[src/rtl/ctrl_pipe_chain.sv]
// ctrl_pipe_chain: control-word pipeline (ID/EX -> EX/MEM -> MEM/WB ...)
// carrying decoded control words and their valid bits through STAGES
// registers. It supports bubble insertion, stall (hold stage 0 and inject
// a bubble behind it) and flush of the youngest FLUSH_DEPTH stages.
// Priority at each edge: Clr, flush, stall, normal advance.
// An invalid stage always holds an all-zero word.
//
// Optional feature: define CTRL_PIPE_PERF_EN to build the saturating
// bubble_count performance counter. Without it, bubble_count is tied to 0
// and no counter register exists.
//
// Parameter ranges: W 1..64, STAGES 2..8, FLUSH_DEPTH 1..STAGES-1.
module ctrl_pipe_chain #(
  parameter int W           = 16,
  parameter int STAGES      = 3,
  parameter int FLUSH_DEPTH = 1
) (
  input  logic                  Clk,
  input  logic                  Clr,
  input  logic [W-1:0]          in_ctrl,
  input  logic                  in_valid,
  input  logic                  bubble,
  input  logic                  stall,
  input  logic                  flush,
  output logic [STAGES*W-1:0]   stage_ctrl,
  output logic [STAGES-1:0]     stage_valid,
  output logic [3:0]            valid_count,
  output logic [7:0]            bubble_count
);

  logic [W-1:0]      word_q [STAGES];
  logic [W-1:0]      word_d [STAGES];
  logic [STAGES-1:0] valid_q;
  logic [STAGES-1:0] valid_d;

  // Next-state selection: start from a plain shift, then let stall and
  // flush override the stages they own (flush wins over stall).
  always_comb begin
    for (int i = 0; i < STAGES; i++) begin
      word_d[i]  = '0;
      valid_d[i] = 1'b0;
    end
    if (in_valid && !bubble) begin
      word_d[0]  = in_ctrl;
      valid_d[0] = 1'b1;
    end
    for (int i = 1; i < STAGES; i++) begin
      word_d[i]  = word_q[i-1];
      valid_d[i] = valid_q[i-1];
    end
    if (flush) begin
      for (int i = 0; i < FLUSH_DEPTH; i++) begin
        word_d[i]  = '0;
        valid_d[i] = 1'b0;
      end
    end else if (stall) begin
      word_d[0]  = word_q[0];
      valid_d[0] = valid_q[0];
      word_d[1]  = '0;
      valid_d[1] = 1'b0;
    end
  end

  // Stage registers with synchronous clear.
  always_ff @(posedge Clk) begin
    if (Clr) begin
      for (int i = 0; i < STAGES; i++) begin
        word_q[i] <= '0;
      end
      valid_q <= '0;
    end else begin
      for (int i = 0; i < STAGES; i++) begin
        word_q[i] <= word_d[i];
      end
      valid_q <= valid_d;
    end
  end

  // Flatten stage words onto the output bus and count live stages.
  always_comb begin
    stage_ctrl  = '0;
    valid_count = '0;
    for (int i = 0; i < STAGES; i++) begin
      stage_ctrl[i*W +: W] = word_q[i];
      valid_count          = valid_count + {3'b000, valid_q[i]};
    end
  end

  assign stage_valid = valid_q;

`ifdef CTRL_PIPE_PERF_EN
  logic [7:0] bubble_cnt_q;

  // Saturating count of edges that inserted a bubble by any means.
  always_ff @(posedge Clk) begin
    if (Clr) begin
      bubble_cnt_q <= 8'd0;
    end else if ((flush || stall || bubble) && (bubble_cnt_q != 8'hFF)) begin
      bubble_cnt_q <= bubble_cnt_q + 8'd1;
    end
  end

  assign bubble_count = bubble_cnt_q;
`else
  assign bubble_count = 8'd0;
`endif

endmodule

[config.mk]
export PLATFORM = sky130hd
export DESIGN_NAME = ctrl_pipe_chain
export DESIGN_NICKNAME = d
export VERILOG_FILES = /design/src/rtl/ctrl_pipe_chain.sv
export SDC_FILE = /design/constraint.sdc
export NUM_CORES = 1
export LEC_CHECK = 0
export BUFFER_PORTS_ARGS = -buffer_cell sky130_fd_sc_hd__buf_2
export CAP_MARGIN = 10
export CORE_AREA = 2 2 88 56
export DETAILED_ROUTE_END_ITERATION = 8
export DIE_AREA = 0 0 90 58
export HOLD_SLACK_MARGIN = 0.02
export PLACE_DENSITY = 0.72
export SLEW_MARGIN = 20
export SYNTH_ARGS = -nofsm -noshare
export SYNTH_HDL_FRONTEND = slang
export SYNTH_SLANG_ARGS = --single-unit
[constraint.sdc]
create_clock -name Clk -period 2.1 [get_ports Clk]
set_input_delay 0.42 -clock Clk [delete_from_list [all_inputs] [get_ports Clk]]
set_output_delay 0.42 -clock Clk [all_outputs]
set_load 0.005 [all_outputs]
---- Yosys cells after proc, flatten, opt, wreduce, memory -nomap -nowiden ----
Memory sizes are Yosys's and may differ from the RTL's.
Cells that the tools add are included.
operators by class
  bitwise operators ....................... 3
  add/sub/neg operators ................... 2
  reduce and logical (&&, ||, !) cells .... 3
  mux-type cells .......................... 13
operator list
  operator                                count
  16-bit 2-to-1 mux                       6
  32-bit 2-to-1 mux                       1
  1-bit 2-to-1 mux                        5
  2-bit by 1-bit adder with 3-bit output  1
  1-bit bitwise OR                        3
  1-bit by 1-bit adder with 2-bit output  1
  2-bit 2-to-1 mux                        1
  2-bit OR reduction                      1
  1-bit logical AND                       1
  1-bit zero test                         1
word-level totals
  register bits ........................... 3
  memory bits (writable) .................. 48
  logic and storage cells ................. 24
  output and inout port bits .............. 63
  memories kept ........................... 1
  input bits .............................. 22
memory list
  memory  depth  width  rd ports  clocked after memory_dff  write ports  line  source
  word_q  3      16     3         0                         3            31    logic [W-1:0] word_q [STAGES];

---- Longest topological paths before layout ----
  word-level depth ........................ 6
  depth in mapped cells ................... 5
  gate-level depth less buffers ........... 2

---- Least setup slack after synthesis ----
No wires, ideal clock.
  path type ............................... in2reg
  start point ............................. input port Clr
  end point ............................... memory word_q[0][10]
  setup slack ............................. 0.663 ns
  stages on the path ...................... 5
  arrival time ............................ 1.369 ns
  required time ........................... 2.032 ns
  setup time .............................. 0.068 ns
  path buffers ............................ 3
  path through ............................ buf_6 or4b_4 buf_6 buf_12 o2bb2ai_2
RTL lines
  item         line  source
  from (decl)  19    input logic Clr,
  to (decl)    31

---- Worst setup path in the final report ----
  start point ............................. register valid_q[0] (netlist: stage_valid[0])
  end point ............................... output port valid_count[0]
on the way
  longest elaborated chain between the ends .. 2
ends and longest elaborated chain
  item                                    line  source
  from (decl)                             33    logic [STAGES-1:0] valid_q;
  from (signal assigned)                  75    valid_q <= valid_d;
  1-bit by 1-bit adder with 2-bit output  85    valid_count = valid_count + {3'b000, valid_q[i]};
  2-bit by 1-bit adder with 3-bit output  85
  to (decl)                               27    output logic [3:0] valid_count,
No other way between the ends.

==> qor.txt <==
Worst-path clk slew: 0.08 ns
CTS tree: yes
Initial core utilization: 43.4%
Share of cells above drive strength 1: 45.0%
Async SR Flop Fraction: 0%
Clk buf depth: 2
Ant. Diodes: 0
Post-layout nets: 242
Final hold slack: 0.372 ns
FILL cells: 442
Final Max Slew Viols: 0
Synthesized cell area: 1920 um2
Number of global-route vias before repair: 1142
Hold buffer count at cts: 0
Antenna violations before repair: 0
Worst EP required: 1.68 ns
Leakage power: 1.08 nW
Drt pass-1 iters: 3
RSZ-0062 raised after global routing: false
DRT iter0 DRCs: 62
DRC viols: 0
Cell taking the most area after synthesis: dfxtp_1
Synth cell types: 20
CORE AREA: 4420 um2
Primary FF master, synth: dfxtp_1
DP Area: 2160 um2
Drt via density: 4.28
Fmax: 585 MHz
Final hold vios: 0
TritonCTS buffer count: 5
Crit-path cells: fa_1, buf_2
Post-CTS sizing: 0
Final WL: 3500 um
Die Wd: 90 um
Die height: 58 um
I/O pin cnt: 85
Seq cells post-synth: 51
EDFF count, synth: 0
Pre-CTS setup slack: 0.495 ns
DP HPWL: 2630 um
Power Dens Cells: 766 nW/um2
# rows: 19
I/O Buffers: 74
Setup CP Type: flip-flop to output pin
# Post-CTS Setup Buffers: 0
Element type at the critical path end: output pin
Final setup violation count: 0
Final std cell area, no fill: 2270 um2
Sequential area share after synthesis: 53.2%
Yosys top cell area share: 53.2%
Final setup margin: 0.392 ns
Worst ir drop on vdd: 0.360 mV
Yosys Warn Count: 0
Hold Crit Class: input pin to flip-flop
Synth area leaders: dfxtp_1, buf_4, o2bb2ai_2, nor3b_1, nor2b_1
Critical Path Max Stage Delay: 0.54 ns
Final Wtd Congestion: 0.684
Mean Syn Cell Area: 11.8 um2
Pin count of the biggest net entering global routing: 27
Setup crit start kind: flip-flop
Cells after synthesis: 163
Skew final: 0.00648 ns
Status: completed
GRT overflow: 0
H-tree depth: 2
Pwr Total: 1.74 mW
Crit share post-route: 81.3%
DR WL/cell: 12.4 um
First-pass GRT wire length: 5560 um
Max_cap viols: 0
Critical Path Fanout Max: 4
Vias post-DR: 1211
Setup TNS: 0 ns
Clock Sinks: 51
Worst skew pair latency: 0.29 ns
Arr. time, crit path: 1.29 ns
Overall Global Routing Usage: 13.7%
Clk root buf: clkbuf_8
Die Footprint: 5220 um2
Layout area overhead: 18.2%
Routed Antenna Nets: 0
Crit path time final: 1.71 ns
Critical-path top delay cell: fa_1
## cell type report
cell class / instances / area [um2] / area share, %
clock buffer: 5 / 68.8 / 3.03
clock inverter: 3 / 43.8 / 1.93
multi-input combinational: 83 / 656 / 28.9
sequential: 51 / 1020 / 45.0
tap: 63 / 78.8 / 3.47
timing repair buffer: 78 / 400 / 17.7
## worst max-delay path: cells and delay by family (launching register included)
kind / cells / cell delay (ns)
buf+inv: 1 / 0.10
flops: 1 / 0.36
fa+ha+maj: 1 / 0.54
## state kept, by name, indices dropped and copies added (netlist names)
register,count
word_q,48
stage_valid,3
## Yosys cell counts (all sizes together), types with 4 or more instances
library cell,instances
nand2b,16
buf,34
nor2b,17
clkbuf,4
nor3b,18
dfxtp,51
o2bb2ai,15
## layout by cell type, fill, tap and decap left out, types with 4 or more instances in the layout
| cell | count |
|---|---|
| buf_2 | 74 |
| dfxtp_1 | 51 |
| nor2b_1 | 17 |
| nor3b_1 | 17 |
| nand2b_1 | 16 |
| o2bb2ai_2 | 10 |
| conb_1 | 10 |
| o2bb2ai_1 | 5 |
| clkbuf_8 | 5 |
| buf_4 | 4 |
## power by group
part	total (mW)	switching [mW]	leakage [nW]	internal, mW
sequential	0.978	0.00498	0.411	0.973
combinational	0.0936	0.0532	0.606	0.0405
clock	0.666	0.311	0.0581	0.355
## per-stage QoR
| step | util, % | instances |
|---|---|---|
| 3_5_place_dp | 48.8 | 275 |
| 6_report | 51.3 | 283 |
| 5_1_grt | 51.3 | 283 |
| 2_1_floorplan | - | 172 |
| 4_1_cts | 51.3 | 283 |
| 3_3_place_gp | 48.8 | 275 |
## routing by layer
layer  vias to the layer above  share of wire (%)  track usage (%)  routed length [um]
li1                        610                  -                -                   -
met4                         0               0.29             3.96                  10
met1                       555                 50             19.3                1740
met5                         -                  0                0                   0
met2                        44                 42             19.4                1470
met3                         2                7.9             5.33                 277
## cell families (layout without fill, tap and decap cells)
logic type / Yosys count / after routing / share of synthesized area (%)
buffers and inverters: 38 / 86 / 14.7
AO/OA/AOI/OAI: 17 / 17 / 11.0
adder cells (fa/ha/maj): 1 / 1 / 1.04
flip-flops: 51 / 51 / 53.2
AND/OR/NAND/NOR: 55 / 55 / 19.8
other: 1 / 10 / 0.195
## final timing paths
check,from,end,slack (ns),cells past startpoint
worst min-delay path,flush,stage_valid[0],0.37,2
worst max-delay path,stage_valid[0],valid_count[0],0.39,2
worst min register to register,word_q[0][19],word_q[0][35],0.46,1
worst max register to register,stage_valid[0],stage_valid[0],1.34,2
Power figures use the tool's default switching activity.
